$ cat src/rtl/clkdiv_multi.sv
// Multi-channel programmable clock/tick divider with glitch-free ratio updates at period boundaries.
// Optional feature macro: CLKDIV_SYNC_EN (sync pulse phase-aligns every enabled channel).
module clkdiv_multi #(
    parameter int N_CH        = 4,
    parameter int DIV_W       = 26,
    parameter int DEFAULT_DIV = 50_000_000
) (
    input  logic                                  clk,
    input  logic                                  rst,
    input  logic [N_CH-1:0]                       en,
    input  logic                                  cfg_we,
    input  logic [(N_CH > 1 ? $clog2(N_CH) : 1)-1:0] cfg_ch,
    input  logic [DIV_W-1:0]                      cfg_div,
    input  logic                                  sync,
    output logic [N_CH-1:0]                       clkdiv,
    output logic [N_CH-1:0]                       tick
);

    localparam logic [DIV_W-1:0] DIV_RST = DIV_W'(DEFAULT_DIV);
    localparam logic [DIV_W-1:0] DIV_MIN = DIV_W'(2);

    logic sync_hit;

`ifdef CLKDIV_SYNC_EN
    assign sync_hit = sync;
`else
    logic unused_sync;
    assign unused_sync = sync;
    assign sync_hit    = 1'b0;
`endif

    // Ratios below 2 cannot form a period with both a low and a high phase.
    logic [DIV_W-1:0] cfg_div_sat;
    assign cfg_div_sat = (cfg_div < DIV_MIN) ? DIV_MIN : cfg_div;

    for (genvar g = 0; g < N_CH; g++) begin : g_ch
        logic [DIV_W-1:0] cnt, div_act, div_sh;
        logic [DIV_W-1:0] cnt_nxt, act_nxt;
        logic             tick_nxt, wrap, sh_we;
        logic             clk_q, tick_q;

        // Indices >= N_CH never match any channel and are dropped.
        assign sh_we = cfg_we && (32'(cfg_ch) == 32'(g));
        assign wrap  = (cnt == div_act - DIV_W'(1));

        always_comb begin
            cnt_nxt  = cnt + DIV_W'(1);
            act_nxt  = div_act;
            tick_nxt = 1'b0;
            if (!en[g]) begin
                cnt_nxt = '0;
                act_nxt = div_sh;
            end else if (sync_hit || wrap) begin
                cnt_nxt  = '0;
                act_nxt  = div_sh;
                tick_nxt = 1'b1;
            end
        end

        // clkdiv is derived from next-state values so it lines up with cnt, not a cycle late.
        always_ff @(posedge clk or posedge rst) begin
            if (rst) begin
                cnt     <= '0;
                div_act <= DIV_RST;
                div_sh  <= DIV_RST;
                clk_q   <= 1'b0;
                tick_q  <= 1'b0;
            end else begin
                cnt     <= cnt_nxt;
                div_act <= act_nxt;
                clk_q   <= (cnt_nxt >= (act_nxt >> 1));
                tick_q  <= tick_nxt;
                if (sh_we)
                    div_sh <= cfg_div_sat;
            end
        end

        assign clkdiv[g] = clk_q;
        assign tick[g]   = tick_q;
    end

endmodule

$ cat config.mk
export PLATFORM = sky130hd
export DESIGN_NAME = clkdiv_multi
export DESIGN_NICKNAME = d
export VERILOG_FILES = /design/src/rtl/clkdiv_multi.sv
export SDC_FILE = /design/constraint.sdc
export NUM_CORES = 1
export LEC_CHECK = 0
export BUFFER_PORTS_ARGS = -buffer_cell sky130_fd_sc_hd__buf_2
export CORE_MARGIN = 2
export CORE_UTILIZATION = 39
export CTS_BUF_LIST = sky130_fd_sc_hd__clkbuf_8
export CTS_CLUSTER_SIZE = 8
export DETAILED_ROUTE_END_ITERATION = 8
export GPL_ROUTABILITY_DRIVEN = 0
export GPL_TIMING_DRIVEN = 1
export PLACE_DENSITY = 0.61
export SLEW_MARGIN = 15
export SYNTH_ARGS = -nofsm -noshare
export SYNTH_HDL_FRONTEND = slang
export SYNTH_SLANG_ARGS = --single-unit
export TNS_END_PERCENT = 5
$ cat constraint.sdc
create_clock -name clk -period 22.4 [get_ports clk]
set_input_delay 4.48 -clock clk [delete_from_list [all_inputs] [get_ports clk]]
set_output_delay 4.48 -clock clk [all_outputs]
set_load 0.05 [all_outputs]
# --- Yosys cells after proc, flatten, opt, wreduce, memory -nomap -nowiden ---
# Index checks and enable logic that the tools add are counted.
classes:
  addsub: 8
  n_lt_le_gt_ge: 5
  n_eq_ne: 11
  muxes: 25
  n_reduce_logical: 5
ops:
  columns: ["cell", "n"]
  rows:
  - ["2-to-1 mux 26 bit", 17]
  - ["adder 26 x 1 -> 26 bit (second input constant)", 4]
  - ["equality test 26 bit", 4]
  - ["greater-or-equal comparator 26 x 25 -> 1 bit", 4]
  - ["subtractor 26 x 1 -> 26 bit (second input constant)", 4]
  - ["less-than comparator 26 x 2 -> 1 bit (second input constant)", 1]
  - ["2-to-1 mux 1 bit", 8]
  - ["!= test 2 x 1 -> 1 bit (second input constant)", 4]
  - ["equality test 2 bit (second input constant)", 2]
  - ["logical AND 1 bit", 4]
  - ["equality test 2 x 1 -> 1 bit (second input constant)", 1]
  - ["zero test 2 bit", 1]
word_totals:
  ff_bits: 320
  inputBits: 36
  word_cells: 78

# --- Depth between registers and ports, before layout ---
# Gate-level depths: netlist (run 1).
logic_depth:
  word_depth: 5
  mapped_depth: 23

# --- Worst setup path before layout (run 1) ---
# Ideal clock, no wire load.
synth_timing:
  path_kind: "input port to flip-flop"
  start: "input en[1]"
  end: "register g_ch[1].clk_q"
  setup_time_ps: 128
  t_arrival_ps: 6592
  required_time_ps: 22272
  slack_ps: 15680
  cell_stages: 13
  path_cell_list: "nand2b_1 > buf_4 > buf_6 > mux2_1 > ha_1 > nand4_1 > nor4_1 > a211o_1 > a21o_1 > a2111oi_0 > o41ai_1 > a21oi_1 > o21ai_0"
synth_via:
  elab_chain_cells: 2
synth_lines:
  columns: ["item", "line", "text"]
  rows:
  - ["start: declaration", "10", "input logic [N_CH-1:0] en,"]
  - ["2-to-1 mux 26 bit", "50", "if (!en[g]) begin"]
  - ["net g_ch[1].act_nxt[1]", "38", "logic [DIV_W-1:0] cnt_nxt, act_nxt;"]
  - ["greater-or-equal comparator 26 x 25 -> 1 bit", "71", "clk_q <= (cnt_nxt >= (act_nxt >> 1));"]
  - ["end signal: assignment", "71", null]
  - ["end: declaration", "40", "logic clk_q, tick_q;"]
# The timed path passes the listed nets, and every way through them passes these cells.
# A chain may end at the register's enable or synchronous reset.

# --- Worst setup path after layout (run 1) ---
layout_timing:
  start: "input en[2]"
  end: "register g_ch[2].clk_q"
layout_via:
  elab_chain_cells: 2
layout_lines:
  columns: ["item", "line"]
  rows:
  - ["2-to-1 mux 26 bit", "50"]
  - ["greater-or-equal comparator 26 x 25 -> 1 bit (*)", "71"]
  - ["end signal: assignment", "71"]
  - ["end: declaration", "40"]
# Every way passes the cells marked *; elsewhere a longest branch is shown, timed or not.

==> reports/summary.txt, run 1 <==
outcome - completed
TritonRoute pass-1 iters - 4
number of enable-type register cells in the synthesized netlist - 0
Final Cycle Share - 0.3273
fraction of power consumed by sequential logic - 0.467
Worst Hold Class - flop to flop
number of synthesized register bits - 320
instance count of the mapped netlist - 1911
Reg clk slew, reported paths - 0.07 ns
final slew viol count - 0
endpoint kind of the worst setup timing path - flop
count of antenna-violating nets left after detailed routing - 0
Area growth syn-to-layout - 9.327%
GR Util All Layers - 0.1854
Relative slew margins - 0.2971
Internal Dissipation - 1.164 mW
clock insertion delay at the later pin of the skew report - 0.68 ns
number of antenna violations at the first check in global routing - 0
core area - 50380 µm²
sequential fraction of the synthesis area - 0.4066
global routing's busiest layer - met2
met1 usage in global routing - 0.2466
slew of the pin with the lowest slew margin - 1.054 ns
Max clock buf depth - 3
cell taking the most area after synthesis - sky130_fd_sc_hd__dfrtp_1
minimum clock period after layout - 7.330 ns
global-route wire length before repair - 78780 µm
Die X - 230.4 µm
Netlist Area Pre-Place - 19990 µm²
clock buffer count from CTS - 56
post-placement worst setup slack - 14.40 ns
total chip power - 1.729 mW
Hold Vio Cnt, Final - 0
fraction of final layout cells with drive strength greater than 1 - 0.1867
met2 GRT Util - 0.3034
CP Data Arrival Time - 7.83 ns
hold path depth - 1
RSZ-0062 raised after global routing - false
Synth async-reset ratio - 1.000
vias per std cell - 5.514
largest fanout on the critical path - 40
Cell Pwr Density - 79.10 nW/µm²
worst hold slack across all endpoints - 0.4786 ns
number of cells upsized or downsized after cts - 0
total DRC errors in the routed layout - 0
number of vias after detailed routing - 14611
number of nets in the final layout - 2072
Yosys cell types - 76
hold-fix buffers at CTS - 0
FF-to-FF path depth - 19
class of the most critical setup path - input port to flop
buffer count from post-CTS setup fixing - 0
sum of overflow across all layers after global routing - 0
data required time at the worst endpoint - 22.90 ns
total length of routed wires - 48830 µm
fraction of power spent switching nets - 0.3266
fraction of synthesized cell area taken by the top area cell type - 0.2804
initial core utilization - 0.3968
yosys synthesis warning count - 0
leakage power - 9.274 nW
achievable frequency - 136.4 MHz
skew final - 0.04187 ns
number of max-capacitance violations reported - 0
Final HPWL DP - 34780 µm
root cell of the clock tree - sky130_fd_sc_hd__clkbuf_8
switching component of the power - 0.5645 mW
most frequent cell after synthesis - sky130_fd_sc_hd__dfrtp_1
area of the die - 53080 µm²
net count after synthesis - 2055
Global Route met3 Usage - 0.04039
worst setup slack after layout - 15.07 ns
number of H-tree levels - 2
Die H - 230.4 µm
filler instances - 4810
prevailing post-synth register cell - sky130_fd_sc_hd__dfrtp_1
average detailed-routed wire length per instance - 18.42 µm
I/O pins - 44
mean post-synth cell area - 10.46 µm²
number of sinks driven by the clock tree - 320
Peak VDD IR - 0.04176 mV
biggest area contributors in the synthesized netlist - sky130_fd_sc_hd__dfrtp_1, sky130_fd_sc_hd__dfstp_2, sky130_fd_sc_hd__ha_1
maximum number of pins on one net before global-route repair - 96
count of standard-cell rows - 82
DR iter-0 viols - 969
Port Buf Inserts - 42
Final Setup Violations - 0
Setup Total Neg Slack - 0 ns
fraction of power consumed by the clock network - 0.322
CTS tree - done
number of global-route vias before repair - 14622
Worst setup SP type - input port
top post-synthesis cells by count - sky130_fd_sc_hd__dfrtp_1, sky130_fd_sc_hd__nor2_1, sky130_fd_sc_hd__xnor2_1
Logic pwr share - 0.211
final core utilization - 0.4338
## stage by stage
stage                     cells  cell area [µm²]
final                      2650            21850
after global placement     2541            20640
after detailed placement   2541            20640
after CTS                  2647            21810
after global routing       2648            21850
after floorplan            1911            19990
## worst max-delay path, cell delays in order
cell and delay, ns:
sky130_fd_sc_hd__buf_2 0.12, sky130_fd_sc_hd__o31ai_4 0.05, sky130_fd_sc_hd__buf_4 0.47, sky130_fd_sc_hd__buf_4 0.54, sky130_fd_sc_hd__mux2i_1 0.26, sky130_fd_sc_hd__ha_1 0.26
sky130_fd_sc_hd__nor2b_1 0.13, sky130_fd_sc_hd__o21a_1 0.16, sky130_fd_sc_hd__o21a_1 0.16, sky130_fd_sc_hd__o21ai_0 0.17, sky130_fd_sc_hd__a31oi_1 0.20, sky130_fd_sc_hd__o311ai_0 0.46
sky130_fd_sc_hd__and3_1 0.23, sky130_fd_sc_hd__o221ai_1 0.11
## sequential cells by signal, summed over array words and instances (netlist names)
signal / count
g_ch.div_act: 104
g_ch.cnt: 104
g_ch.tick_q: 4
g_ch.div_sh: 104
g_ch.clk_q: 4
## power by group through the flow
stage | Sequential (mW) | Clock (mW) | Combinational, mW
floorplan | 0.751 | 0 | 0.317
global placement | 0.812 | 0 | 0.349
detailed placement | 0.817 | 0 | 0.361
CTS | 0.808 | 0.574 | 0.364
global route | 0.824 | 0.602 | 0.408
finish | 0.808 | 0.557 | 0.364
## path summary, 6_finish.rpt
check	from	slack, ns	end
worst max-delay path	en[2]	15.07	g_ch[2].clk_q$_DFF_PP0_
worst min-delay path	g_ch[2].div_sh[0]$_DFFE_PP0P_	0.48	g_ch[2].div_act[0]$_DFFE_PP0P_
worst max register to register	g_ch[1].div_act[0]$_DFFE_PP0P_	15.90	g_ch[1].clk_q$_DFF_PP0_
worst min register to register	g_ch[2].div_sh[0]$_DFFE_PP0P_	0.48	g_ch[2].div_act[0]$_DFFE_PP0P_
max in group asynchronous	rst	16.43	g_ch[3].div_sh[13]$_DFFE_PP1P_
min in group asynchronous	rst	3.95	g_ch[2].div_sh[6]$_DFFE_PP0P_
## final cells by class
cell class / count / area [µm²] / share of cell area
clock buffers: 74 / 1018 / 0.04661
inverters: 38 / 150.1 / 0.006871
clock inverters: 32 / 150.1 / 0.006871
repair buffers: 55 / 327.8 / 0.01500
well taps: 672 / 840.8 / 0.03848
flip-flops and latches: 320 / 8128 / 0.3719
diodes: 2 / 5.005 / 0.0002290
multi-input cells: 1457 / 11230 / 0.5140
## layout by cell type, fill, tap and decap left out, drive strengths merged, types with 49 or more instances in the layout
cell type	count
dfrtp	224
mux2	200
nor2	197
xnor2	117
ha	108
mux2i	103
dfstp	96
xor2	94
clkbuf	74
inv	62
nand2	61
nor3	60
nand3	56
buf	55
o21ai	50
nand4	49
## logic make-up after synthesis
logic type / Yosys count / synth area share
DFF: 320 / 0.4066
AOI/OAI and AO/OA: 212 / 0.07311
and+or+nand+nor: 623 / 0.1632
buffers and inverters: 134 / 0.03274
adders and majority gates: 108 / 0.06761
muxes: 303 / 0.1643
xor gates and xnor gates: 211 / 0.09246
## metal layers
| metal | routed length [µm] | vias to the layer above |
|---|---|---|
| met1 | 22200 | 7221 |
| met5 | 0 | - |
| met4 | 1098 | 0 |
| li1 | - | 6968 |
| met3 | 2661 | 78 |
| met2 | 22860 | 344 |
Note: power is estimated with default switching activity, not from simulation.
==> run 2, diff against run 1 <==
ABC_AREA = 1   (was unset)
clock period = 7.54 ns   (was 22.4 ns; I/O delays follow)
==> run 2 against run 1 <==
Sequential cell count unchanged. Die area increased by 11%. Global-route usage increased by 2.8 points. Critical path depth increased by 14. Clock skew decreased by 0.015 ns. Final area increased by 11%. Total power increased to 2.9 times the previous value. Largest cell class unchanged. Largest power group unchanged.
==> reports/summary.txt, run 2 <==
outcome - completed
GR Util All Layers - 0.2131
Hold Vio Cnt, Final - 0
sum of overflow across all layers after global routing - 0
Area growth syn-to-layout - 8.711%
number of global-route vias before repair - 19141
number of H-tree levels - 2
DR iter-0 viols - 1308
Final Instance Area - 24230 µm²
largest registers ranked by flip-flop count - g_ch.cnt x104, g_ch.div_act x104, g_ch.div_sh x104
number of enable-type register cells in the synthesized netlist - 0
fraction of final layout cells with drive strength greater than 1 - 0.08578
post-placement worst setup slack - 2.307 ns
most frequent standard cell in the layout excluding fill and tap cells - sky130_fd_sc_hd__nand2_1
Port Buf Inserts - 42
Netlist Area Pre-Place - 22290 µm²
count of standard-cell rows - 87
detailed-route wire length on metal 1 - 29930 µm
cell with the biggest individual delay on the critical path - sky130_fd_sc_hd__nor2_1
most frequent cell after synthesis - sky130_fd_sc_hd__nand2_1
top post-synthesis cells by count - sky130_fd_sc_hd__nand2_1, sky130_fd_sc_hd__nor2_1, sky130_fd_sc_hd__inv_1
Final HPWL DP - 43800 µm
worst setup slack after layout - 2.284 ns
hold-fix buffers at CTS - 0
Setup Total Neg Slack - 0 ns
Worst R2R Setup Slack - 2.28 ns
routed wl met2 - 27240 µm
total DRC errors in the routed layout - 0
number of max-capacitance violations reported - 0
leakage power - 12.37 nW
Die H - 243.1 µm
fraction of synthesized cell area taken by the top area cell type - 0.2514
initial core utilization - 0.3946
RSZ-0062 raised after global routing - false
Worst Hold Class - flop to flop
sequential fraction of the synthesis area - 0.3646
CTS tree - done
achievable frequency - 190.3 MHz
biggest area contributors in the synthesized netlist - sky130_fd_sc_hd__dfrtp_1, sky130_fd_sc_hd__nand2_1, sky130_fd_sc_hd__dfstp_2
met3 wire length - 2757 µm
worst hold slack across all endpoints - 0.4399 ns
maximum number of pins on one net before global-route repair - 174
Relative slew margins - 0.3631
slew of the pin with the lowest slew margin - 0.9554 ns
number of sinks driven by the clock tree - 320
number of vias after detailed routing - 19935
global-route wire length before repair - 101500 µm
endpoint kind of the worst setup timing path - flop
clock insertion delay at the later pin of the skew report - 0.67 ns
data required time at the worst endpoint - 8.10 ns
number of antenna violations at the first check in global routing - 1
DR top layer - met5
kind of cell adding the most delay to the critical path - simple AND/OR/NAND/NOR gates
critical path's largest stage delay - 0.67 ns
vias per std cell - 4.915
Final Cycle Share - 0.6971
prevailing post-synth register cell - sky130_fd_sc_hd__dfrtp_1
average detailed-routed wire length per instance - 15.24 µm
number of cells upsized or downsized after cts - 0
minimum clock period after layout - 5.256 ns
most repeated library cell on the critical path - sky130_fd_sc_hd__nand2_1
total length of routed wires - 61820 µm
core area - 56500 µm²
instance count of the mapped netlist - 3244
class of the most critical setup path - flop to flop
yosys synthesis warning count - 0
final slew viol count - 0
Reg clk slew, reported paths - 0.06 ns
TritonRoute pass-1 iters - 5
Max clock buf depth - 3
CP Data Arrival Time - 5.82 ns
Worst setup SP type - flop
I/O pins - 44
net count after synthesis - 3388
root cell of the clock tree - sky130_fd_sc_hd__clkbuf_8
Final Setup Violations - 0
Synth async-reset ratio - 1.000
number of synthesized register bits - 320
commonest cells after routing, fill and taps aside - sky130_fd_sc_hd__nand2_1, sky130_fd_sc_hd__inv_1, sky130_fd_sc_hd__nor2_1
largest fanout on the critical path - 46
cell taking the most area after synthesis - sky130_fd_sc_hd__dfrtp_1
Worst Path Buf+Inv - 2
Peak VDD IR - 0.1654 mV
buffer count from post-CTS setup fixing - 0
count of antenna-violating nets left after detailed routing - 0
number of nets in the final layout - 3395
area of placed instances - 23030 µm²
clock buffer count from CTS - 57
Cell Pwr Density - 208.1 nW/µm²
mean post-synth cell area - 6.872 µm²
skew final - 0.02653 ns
Yosys cell types - 47
area of the die - 59090 µm²
Die X - 243.1 µm
-- run 2: cell count changes after synthesis, moves of 88 or more --
cell and change:
sky130_fd_sc_hd__inv_1 +355, sky130_fd_sc_hd__mux2_1 -88, sky130_fd_sc_hd__mux2_2 -112, sky130_fd_sc_hd__mux2i_1 -103, sky130_fd_sc_hd__nand2_1 +967, sky130_fd_sc_hd__nand3_1 +297, sky130_fd_sc_hd__nor2_1 +206
-- run 2: power breakdown --
part           switching, mW  internal [mW]  total (mW)  leakage (nW)
Combinational          0.750          0.396        1.15          7.73
Clock                  0.787          0.928        1.71         0.707
Sequential             0.210           1.97        2.18          3.93
-- run 2: layout make-up --
class / count / area (µm²)
clock buffer: 76 / 1046
antenna: 1 / 2.502
inverter: 397 / 1494
sequential: 320 / 8128
clock inverter: 31 / 153.9
multi-input combinational: 2413 / 12090
fill: 5939 / 32260
timing repair buffer: 62 / 372.9
tap: 756 / 945.9
-- run 2: path summary, 6_finish.rpt --
kind / startpoint / to / depth (start not counted)
max: g_ch[3].div_act[0]$_DFFE_PP0P_ / g_ch[3].clk_q$_DFF_PP0_ / 28
min: g_ch[3].div_sh[4]$_DFFE_PP0P_ / g_ch[3].div_act[4]$_DFF_PP0_ / 2
max reg2reg: g_ch[3].div_act[0]$_DFFE_PP0P_ / g_ch[3].clk_q$_DFF_PP0_ / 28
min reg2reg: g_ch[3].div_sh[4]$_DFFE_PP0P_ / g_ch[3].div_act[4]$_DFF_PP0_ / 2
max in group asynchronous: rst / g_ch[0].div_sh[18]$_DFFE_PP0P_ / 4
min in group asynchronous: rst / g_ch[1].div_sh[8]$_DFFE_PP0P_ / 2
-- run 2: kinds of logic (layout without fill, tap and decap cells) --
group                      count (synthesis)  after routing  synth area share
xor gates and xnor gates                 168            168           0.06920
and+or+nand+nor                         1939           1939            0.3646
AOI/OAI and AO/OA                        198            198           0.04698
adders and majority gates                108            108           0.06062
DFF                                      320            320            0.3646
buffers and inverters                    511            566           0.09401
other                                      0              1                 0
-- run 2: per-stage QoR --
stage / total power, mW / util / cells
finish: 5.043 / 0.4290 / 4056
global route: 5.400 / 0.4289 / 4055
CTS: 5.102 / 0.4289 / 4055
detailed placement: 3.351 / 0.4077 / 3948
global placement: 3.338 / 0.4077 / 3948
floorplan: 3.031 / - / 3244
-- run 2: routing by layer --
metal  up-vias  global-route usage
met5         -                   0
met4         2             0.06586
met3       101             0.03173
met2       418              0.3432
met1      9179              0.2947
li1      10235                   -
-- run 2: worst reg2reg max path: cells and delay by family, from the launching register on --
family	cells	cell delay [ns]
adder cells (fa/ha/maj)	2	0.54
buffers and inverters	2	0.60
AND/OR/NAND/NOR	22	3.33
AO/OA/AOI/OAI	2	0.28
flip-flops	1	0.40
